--- config.mk ---
export PLATFORM = sky130hd
export DESIGN_NAME = video_frame_ctrl
export DESIGN_NICKNAME = d
export VERILOG_FILES = /design/src/rtl/video_ctrl_pkg.sv /design/src/rtl/video_pos_counter.sv /design/src/rtl/video_frame_ctrl.sv
export SDC_FILE = /design/constraint.sdc
export NUM_CORES = 1
export LEC_CHECK = 0
export ABC_AREA = 1
export BUFFER_PORTS_ARGS = -buffer_cell sky130_fd_sc_hd__buf_2
export CAP_MARGIN = 10
export CORE_ASPECT_RATIO = 1.2
export CORE_UTILIZATION = 35
export CTS_CLUSTER_DIAMETER = 200
export DETAILED_ROUTE_END_ITERATION = 6
export PLACE_DENSITY = 0.49
export SETUP_SLACK_MARGIN = 0.15
export SLEW_MARGIN = 20
export SYNTH_ARGS = -nofsm -noshare
export SYNTH_HDL_FRONTEND = slang
export SYNTH_SLANG_ARGS = --single-unit
export TNS_END_PERCENT = 1
--- constraint.sdc ---
create_clock -name aclk -period 5.5 [get_ports aclk]
set_input_delay 1.375 -clock aclk [delete_from_list [all_inputs] [get_ports aclk]]
set_output_delay 1.375 -clock aclk [all_outputs]
set_load 0.01 [all_outputs]
--- src/rtl/video_ctrl_pkg.sv ---
// Shared types and constants for the video frame controller: FSM states,
// sticky error bit positions and the shadow configuration record.
package video_ctrl_pkg;

   localparam int CFG_XW = 12;
   localparam int CFG_YW = 12;

   typedef enum logic [0:0] {
      IDLE   = 1'b0,
      ACTIVE = 1'b1
   } state_t;

   localparam int ERR_EOL_EARLY = 0;
   localparam int ERR_EOL_LATE  = 1;
   localparam int ERR_SOF_EARLY = 2;
   localparam int ERR_NO_SOF    = 3;
   localparam int ERR_CFG       = 4;
   localparam int ERR_W         = 5;

   typedef struct packed {
      logic [CFG_XW-1:0] width;
      logic [CFG_YW-1:0] height;
      logic              bypass;
   } shadow_cfg_t;

   // A geometry is usable only when both dimensions are non-zero.
   function automatic logic cfg_valid(input logic [CFG_XW-1:0] w, input logic [CFG_YW-1:0] h);
      return (w != {CFG_XW{1'b0}}) && (h != {CFG_YW{1'b0}});
   endfunction

endpackage

--- src/rtl/video_pos_counter.sv ---
// Pixel X/Y position tracker with end-of-line geometry checks. A restart
// treats the current beat as pixel (0,0) regardless of the stored position.
module video_pos_counter
   import video_ctrl_pkg::*;
#(
   parameter int XW = 12,
   parameter int YW = 12
)(
   input  logic          clk,
   input  logic          reset,
   input  logic          en,
   input  logic          restart,
   input  logic          tlast,
   input  logic [XW-1:0] width,
   input  logic [YW-1:0] height,
   output logic [XW-1:0] pix_x,
   output logic [YW-1:0] pix_y,
   output logic          eol_early,
   output logic          eol_late,
   output logic          frame_end
);

   localparam logic [XW-1:0] X_ONE = {{(XW-1){1'b0}}, 1'b1};
   localparam logic [YW-1:0] Y_ONE = {{(YW-1){1'b0}}, 1'b1};
   localparam logic [XW-1:0] X_MAX = {XW{1'b1}};

   logic [XW-1:0] cur_x_s, last_x_s, next_x_s;
   logic [YW-1:0] cur_y_s, last_y_s, next_y_s;

   // Position of the beat on the bus, geometry flags and the next position.
   always_comb begin
      if (restart) begin
         cur_x_s = {XW{1'b0}};
         cur_y_s = {YW{1'b0}};
      end else begin
         cur_x_s = pix_x;
         cur_y_s = pix_y;
      end
      last_x_s  = width - X_ONE;
      last_y_s  = height - Y_ONE;
      eol_early = en & tlast & (cur_x_s < last_x_s);
      eol_late  = en & ~tlast & (cur_x_s == last_x_s);
      frame_end = en & tlast & (cur_y_s == last_y_s);
      if (tlast && (cur_y_s == last_y_s)) begin
         next_x_s = {XW{1'b0}};
         next_y_s = {YW{1'b0}};
      end else if (tlast) begin
         next_x_s = {XW{1'b0}};
         next_y_s = cur_y_s + Y_ONE;
      end else if (cur_x_s == X_MAX) begin
         next_x_s = cur_x_s;
         next_y_s = cur_y_s;
      end else begin
         next_x_s = cur_x_s + X_ONE;
         next_y_s = cur_y_s;
      end
   end

   // Position registers advance only on counted beats.
   always_ff @(posedge clk) begin
      if (reset) begin
         pix_x <= {XW{1'b0}};
         pix_y <= {YW{1'b0}};
      end else if (en) begin
         pix_x <= next_x_s;
         pix_y <= next_y_s;
      end
   end

endmodule

--- src/rtl/video_frame_ctrl.sv ---
// Frame-level controller snooping the video stream handshake: tracks position
// and frame count, commits host configuration at SOF and flags bad geometry.
module video_frame_ctrl
   import video_ctrl_pkg::*;
#(
   parameter int XW    = 12,
   parameter int YW    = 12,
   parameter int DEF_W = 1920,
   parameter int DEF_H = 1080,
   parameter int FCW   = 16
)(
   input  logic             aclk,
   input  logic             areset,
   input  logic             aclken,
   input  logic             s_axis_video_tvalid_in,
   input  logic             m_axis_video_tready_in,
   input  logic             s_axis_video_tuser_in,
   input  logic             s_axis_video_tlast_in,
   input  logic [XW-1:0]    cfg_width,
   input  logic [YW-1:0]    cfg_height,
   input  logic             cfg_bypass,
   input  logic             cfg_apply,
   input  logic             err_clr,
   output logic             bypass_out,
   output logic [XW-1:0]    pix_x,
   output logic [YW-1:0]    pix_y,
   output logic [FCW-1:0]   frame_cnt,
   output logic             frame_done,
   output logic             cfg_pending,
   output logic             in_frame,
   output logic [ERR_W-1:0] err_status
);

   localparam shadow_cfg_t CFG_RESET = '{width: CFG_XW'(DEF_W), height: CFG_YW'(DEF_H), bypass: 1'b1};
   localparam logic [FCW-1:0] FC_ONE = {{(FCW-1){1'b0}}, 1'b1};

   state_t           state_r;
   shadow_cfg_t      act_r, shadow_r, cfg_in_s, commit_s;
   logic             beat_s, sof_s, counted_s, apply_ok_s;
   logic             eol_early_s, eol_late_s, frame_end_s;
   logic [XW-1:0]    eff_width_s;
   logic [YW-1:0]    eff_height_s;
   logic [ERR_W-1:0] err_set_s;

   // Beat qualification, the configuration a SOF would commit, and error sources.
   always_comb begin
      beat_s     = s_axis_video_tvalid_in & m_axis_video_tready_in & aclken;
      sof_s      = beat_s & s_axis_video_tuser_in;
      counted_s  = sof_s | (beat_s & (state_r == ACTIVE));
      apply_ok_s = cfg_apply & cfg_valid(cfg_width, cfg_height);
      cfg_in_s   = '{width: cfg_width, height: cfg_height, bypass: cfg_bypass};
      if (apply_ok_s) begin
         commit_s = cfg_in_s;
      end else begin
         commit_s = shadow_r;
      end
      // The SOF pixel is already processed with the configuration it commits.
      if (sof_s) begin
         eff_width_s  = commit_s.width;
         eff_height_s = commit_s.height;
         bypass_out   = commit_s.bypass;
      end else begin
         eff_width_s  = act_r.width;
         eff_height_s = act_r.height;
         bypass_out   = act_r.bypass;
      end
      err_set_s                = {ERR_W{1'b0}};
      err_set_s[ERR_EOL_EARLY] = eol_early_s;
      err_set_s[ERR_EOL_LATE]  = eol_late_s;
      err_set_s[ERR_SOF_EARLY] = sof_s & (state_r == ACTIVE) &
                                 ((pix_x != {XW{1'b0}}) | (pix_y != {YW{1'b0}}));
      err_set_s[ERR_NO_SOF]    = beat_s & ~s_axis_video_tuser_in & (state_r == IDLE);
      err_set_s[ERR_CFG]       = cfg_apply & ~apply_ok_s;
   end

   video_pos_counter #(
      .XW (XW),
      .YW (YW)
   ) u_pos (
      .clk       (aclk),
      .reset     (areset),
      .en        (counted_s),
      .restart   (sof_s),
      .tlast     (s_axis_video_tlast_in),
      .width     (eff_width_s),
      .height    (eff_height_s),
      .pix_x     (pix_x),
      .pix_y     (pix_y),
      .eol_early (eol_early_s),
      .eol_late  (eol_late_s),
      .frame_end (frame_end_s)
   );

   // Frame FSM, configuration shadow/commit, sticky errors and frame counter.
   always_ff @(posedge aclk) begin
      if (areset) begin
         state_r     <= IDLE;
         act_r       <= CFG_RESET;
         shadow_r    <= CFG_RESET;
         cfg_pending <= 1'b0;
         frame_cnt   <= {FCW{1'b0}};
         frame_done  <= 1'b0;
         err_status  <= {ERR_W{1'b0}};
      end else begin
         // Host-side controls are honoured even while the stream clock is disabled.
         err_status <= (err_clr ? {ERR_W{1'b0}} : err_status) | err_set_s;
         frame_done <= frame_end_s;
         if (apply_ok_s) begin
            shadow_r <= cfg_in_s;
         end
         if (sof_s) begin
            act_r       <= commit_s;
            cfg_pending <= 1'b0;
         end else if (apply_ok_s) begin
            cfg_pending <= 1'b1;
         end
         if (counted_s) begin
            state_r <= frame_end_s ? IDLE : ACTIVE;
         end
         if (frame_end_s) begin
            frame_cnt <= frame_cnt + FC_ONE;
         end
      end
   end

   assign in_frame = (state_r == ACTIVE);

endmodule

* Word-level counts from Yosys, hierarchy flattened *
Index checks and enable logic that the tools add are counted.
W data, S select, Z words.

operators by class
  $add $sub $neg = 5
  $mul = 0
  divide/modulo/power cells = 0
  $lt $le $gt $ge = 1
  equal/unequal tests = 3
  shift-type cells = 0
  muxes and demuxes = 13
  bitwise gates (word level) = 22
  reductions and logical operators = 7

operator list
  operator                 count
  $mux W12                 9
  $reduce_bool A12 Y1      4
  $mux W25                 1
  $add A12 B1 Y12 const B  2
  $eq A12 B12 Y1           2
  $sub A12 B1 Y12 const B  2
  $add A16 B1 Y16 const B  1
  $and A1 B1 Y1            15
  $eq A12 B12 Y1 const B   1
  $lt A12 B12 Y1           1
  $mux W5                  1
  $or A5 B5 Y5             1
  $not A1 Y1               4
  $logic_and A1 B1 Y1      2
  $mux W1                  2
  $or A1 B1 Y1             2
  $reduce_or A2 Y1         1

storage, ports and cells
  bits in registers = 98
  bits in latches = 0
  bits in writable memories = 0
  memory bits (read-only) = 0
  input bits = 34
  output and inout port bits = 49
  logic and storage cells = 64
  memories kept = 0

* Logic depth before layout (Yosys ltp) *
  depth after elaboration = 9
  mapped depth = 26
  depth with buffers taken out = 24

* By module *
Synthesis repeated with hierarchy kept, for this count alone.

second synthesis, totals
  cells, all modules = 868
  area total of the unflattened synthesis = 5821.8 sq um

modules (own cells, without submodules)
  module             times used  cells each  area each (sq um)  seq. area each (sq um)
  video_frame_ctrl   1           463         3330.7             1481.4
  video_pos_counter  1           405         2491.1             480.5

* Worst setup path after synthesis *
No wires, ideal clock.

  path type = input to register
  from = in cfg_width[11]
  to = reg err_status[0]
  library setup time = 0.132 ns
  arrival time = 4.184 ns
  required time = 5.368 ns
  setup slack = 1.183 ns
  cell stages on the path = 20
  buffers on the path = 2
  cell sequence = or2_1 nor2_2 nand2_2 nand3_2 buf_12 buf_6 mux2i_1 nand2_1 o21ai_1 and3_1 nand3_1 nor2_1 nand3_1 xnor2_1 ha_1 nand2_1 inv_1 nand3_1 o311ai_0 a21oi_1

between the ends
  word-level cells in the longest chain between the ends = 9

RTL lines
  what                  line                     RTL
  start, declared       video_frame_ctrl.sv:19   input logic [XW-1:0] cfg_width,
  $reduce_bool A12 Y1   video_ctrl_pkg.sv:28     return (w != {CFG_XW{1'b0}}) && (h != {CFG_YW{1'b0}});
  $logic_and A1 B1 Y1   video_ctrl_pkg.sv:28
  $and A1 B1 Y1         video_frame_ctrl.sv:50   apply_ok_s = cfg_apply & cfg_valid(cfg_width, cfg_height);
  $mux W25 *            -
  $mux W12 *            video_frame_ctrl.sv:58   if (sof_s) begin
  $sub A12 B1 Y12 *     video_pos_counter.sv:39  last_x_s = width - X_ONE;
  $lt A12 B12 Y1 *      video_pos_counter.sv:41  eol_early = en & tlast & (cur_x_s < last_x_s);
  $and A1 B1 Y1 *       video_pos_counter.sv:41
  $or A5 B5 Y5 *        video_frame_ctrl.sv:106  err_status <= (err_clr ? {ERR_W{1'b0}} : err_status) | err_set_s;
  end signal, assigned  video_frame_ctrl.sv:103  err_status <= {ERR_W{1'b0}};
  end signal, assigned  video_frame_ctrl.sv:106
  end, declared         video_frame_ctrl.sv:31   output logic [ERR_W-1:0] err_status

Mark *: on every way between the ends. The rest lies on a longest branch, timed or not.
A chain may end at the register's enable or synchronous reset.

* Final worst setup path *
  from = in cfg_height[0]
  to = reg frame_cnt[1]

between the ends
  word-level cells in the longest chain between the ends = 8

RTL lines
  what                  line                     RTL
  start, declared       video_frame_ctrl.sv:20   input logic [YW-1:0] cfg_height,
  $reduce_bool A12 Y1   video_ctrl_pkg.sv:28
  $logic_and A1 B1 Y1   video_ctrl_pkg.sv:28
  $and A1 B1 Y1         video_frame_ctrl.sv:50
  $mux W25 *            -
  $mux W12 *            video_frame_ctrl.sv:58
  $sub A12 B1 Y12 *     video_pos_counter.sv:40  last_y_s = height - Y_ONE;
  $eq A12 B12 Y1 *      video_pos_counter.sv:43  frame_end = en & tlast & (cur_y_s == last_y_s);
  $and A1 B1 Y1 *       video_pos_counter.sv:43
  end signal, assigned  video_frame_ctrl.sv:101  frame_cnt <= {FCW{1'b0}};
  end signal, assigned  video_frame_ctrl.sv:121  frame_cnt <= frame_cnt + FC_ONE;
  end, declared         video_frame_ctrl.sv:27   output logic [FCW-1:0] frame_cnt,

Marked as above.

==> impl_metrics.yaml <==
run_status:
  status: "finished clean"
setup_path:
  cp.required_ns: 5.81
  critPathArrivalTime_ns: 4.82
  r2r_setup_slack_ns: 2.80
  crit_path_end_kind: "flop"
  critPathLaunch: "cfg_height[0]"
  rr_endpoint: "err_status[0]$_SDFF_PP0_"
  start_kind: "primary input"
  reg2reg_depth: 14
  critPathKind: "in -> reg"
  r2r_start: "shadow_r[15]$_SDFF_PP0_"
  worstPathMaxFanout: 19
  endpoint: "frame_cnt[1]$_SDFFE_PP0P_"
cells_and_area:
  drive_gt1_frac: 0.1763
  fillers: 1838
  final_cell_mix: "221 x nand2_1, 98 x dfxtp_1, 93 x nor2_1"
  multiInputGateArea_um2: 3495
  final_common_cell: "nand2_1"
  antennaDiodeCount: 0
  nets: 993
  final_core_util: 0.4067
  register_area_um2: 1962
  fin_area_um2: 6853
  final_cells: 1163
  area_growth_pct: 14.01
global_routing:
  grt_pass1_vias: 5605
  grt_overflow: 0
  antenna_found_initial: 0
  grt_pass1_wl_mm: 27.52
  grt_start_max_net_pins: 79
  grt_use_total: 0.1968
yosys:
  seq_area_frac_synth: 0.3264
  synth_cell_type_count: 48
  async_flop_share: 0
  synth_edf_count: 0
  synthCells: 871
  ys.warnings.count: 0
  syn_area_per_cell_um2: 6.901
  synthFlopType: "dfxtp_1"
  synth-seq-cells: 98
  syn-cell-area_um2: 6011
  syn-num-nets: 922
clocking:
  htreeDepth: 3
  cts_tree: "done"
  clock-root-buffer: "clkbuf_16"
  cts_resized: 0
  clock_latency_ns: 0.36
  cts_setup_buffers: 0
  numCtsBuffers: 9
  cts.hold.buffers_added: 0
  cts_sinks: 98
  cts_buffer_depth: 2
  cts.clk_slew.worst_paths_ns: 0.08
power_and_ir_drop:
  peakVddDrop_mv: 0.1385
  pwr-share-comb: 0.114
  clkPwrFrac: 0.420
  p_int_mw: 1.148
  cellPowerDensity_nw_per_um2: 229.2
  p_seq_frac: 0.466
  switching_share: 0.2690
  p_leak_nw: 3.121
  switchingPower_uw: 422.4
place:
  gp_congestion: 0.8034
  dpl_cell_area_um2: 6550
  io_buffers: 82
  placed_cells: 1147
  dpl.hpwl_mm: 11.85
floorplan:
  core_um2: 16850
  die_h_um: 145.6
  dieArea_um2: 17700
  die_w_um: 121.6
  start_util: 0.3567
  fp-row-count: 52
  pin_count: 83
routing:
  top_layer: "met4"
  antenna_left: 0
  drt_iter0_drc: 275
  met2_length_mm: 8.003
  drt_pass1_iterations: 4
  wl_mm: 15.90
  wl_met3_um: 577
  viasPerCell: 4.845
  routedWlPerCell_um: 13.67
  drcViolationCount: 0
  wl_met1_mm: 7.114
  vias: 5635
sta:
  relSlewSlack: 0.3921
  fmax_mhz: 221.5
  finalSetupViolCount: 0
  fin_tns_setup_ns: 0
  hold_viol: 0
  rsz0062_at_grt: "false"
  skew_ns: 0.009701
  min_period_ns: 4.515
  worst_pin_slew_ns: 0.9084
  slew_viol_final: 0
  period_share: 0.8208
  whs_ns: 0.4531
run:
  drv_cap: 0
min_path:
  hp-class: "reg -> reg"
-- through the flow --
step | power (mW) | setup slack (ns)
after floorplan | 0.8828 | 1.183
after global placement | 0.9315 | 0.6118
after detailed placement | 0.9312 | 0.5911
after CTS | 1.596 | 0.9506
after global routing | 1.652 | 0.3999
final | 1.571 | 0.9855
-- per-layer routing --
metal  vias up  track usage
met1      2568       0.2419
li1       2988            -
met3        13      0.03213
met2        66       0.3460
met4         0      0.06049
met5         -            0
-- area by class of cell --
| cell class | instances | share of cell area |
|---|---|---|
| clock buffers | 9 | 0.03286 |
| clock inverters | 7 | 0.01132 |
| inverters | 84 | 0.04601 |
| multi-input cells | 654 | 0.5100 |
| flip-flops and latches | 98 | 0.2863 |
| well taps | 216 | 0.03944 |
| repair buffers | 95 | 0.07413 |
-- synthesized netlist by cell type, drive strengths merged (8+ instances only) --
| master | count | share of area |
|---|---|---|
| a21oi | 53 | 0.044 |
| mux2i | 9 | 0.015 |
| nand2 | 237 | 0.15 |
| buf | 21 | 0.030 |
| or2 | 11 | 0.011 |
| inv | 82 | 0.051 |
| nand4 | 39 | 0.043 |
| ha | 17 | 0.035 |
| nand3 | 80 | 0.076 |
| nor4 | 8 | 0.0083 |
| o21ai | 24 | 0.020 |
| clkbuf | 13 | 0.0087 |
| dfxtp | 98 | 0.33 |
| xor2 | 27 | 0.039 |
| nor2 | 104 | 0.076 |
| nor3 | 11 | 0.011 |
| xnor2 | 18 | 0.026 |
-- critical path, stage by stage --
cell and delay (ns):
buf_2 0.10, nor2_1 0.10, nand3_1 0.08, nor2_1 0.12
nand2_2 0.19, nand3_2 0.38, buf_4 0.26, nand2_1 0.08
nand3_1 0.07, nand2_1 0.15, ha_1 0.34, xnor2_1 0.14
a211oi_1 0.18, nand2_1 0.08, nor2_1 0.08, nand2_1 0.05
nor2_1 0.09, nand3_1 0.07, nor2_1 0.16, nand3_2 0.26
nor2_1 0.27, nand3_1 0.10, nand2_1 0.08
-- sequential cells by signal, summed over array words and instances (netlist names) --
signal	flops
frame_done	1
u_pos.pix_y	12
err_status	5
in_frame	1
cfg_pending	1
shadow_r	25
act_r	25
frame_cnt	16
u_pos.pix_x	12
-- kinds of logic (layout without fill, tap and decap cells) --
| logic type | Yosys count | after routing | synth area share |
|---|---|---|---|
| multiplexers | 9 | 9 | 0.01499 |
| AND/OR/NAND/NOR | 495 | 495 | 0.3868 |
| adder cells (fa/ha/maj) | 17 | 17 | 0.03539 |
| AO/OA/AOI/OAI | 88 | 88 | 0.07869 |
| buffers and inverters | 119 | 195 | 0.09222 |
| flip-flops | 98 | 98 | 0.3264 |
| XOR/XNOR | 45 | 45 | 0.06557 |
-- power by group through the flow --
stage	clock network [mW]	logic [mW]	registers, mW
final	0.659	0.179	0.733
after global routing	0.710	0.207	0.734
after CTS	0.681	0.183	0.733
after detailed placement	0	0.182	0.749
after global placement	0	0.182	0.749
after floorplan	0	0.134	0.749
-- how the worst min path moves through the flow --
| stage | cells past startpoint | slack [ns] | to | from |
|---|---|---|---|---|
| 6_report | 2 | 0.45 | shadow_r[11]$_SDFF_PP1_ | shadow_r[11]$_SDFF_PP1_ |
| 5_1_grt | 2 | 0.49 | shadow_r[0]$_SDFF_PP1_ | shadow_r[0]$_SDFF_PP1_ |
| 4_1_cts | 2 | 0.46 | shadow_r[11]$_SDFF_PP1_ | shadow_r[11]$_SDFF_PP1_ |
| 3_5_place_dp | 2 | 0.44 | shadow_r[11]$_SDFF_PP1_ | shadow_r[11]$_SDFF_PP1_ |
| 3_3_place_gp | 2 | 0.44 | shadow_r[11]$_SDFF_PP1_ | shadow_r[11]$_SDFF_PP1_ |
| 2_1_floorplan | 2 | 0.42 | shadow_r[11]$_SDFF_PP1_ | shadow_r[11]$_SDFF_PP1_ |
(Power assumes the default switching activity.)
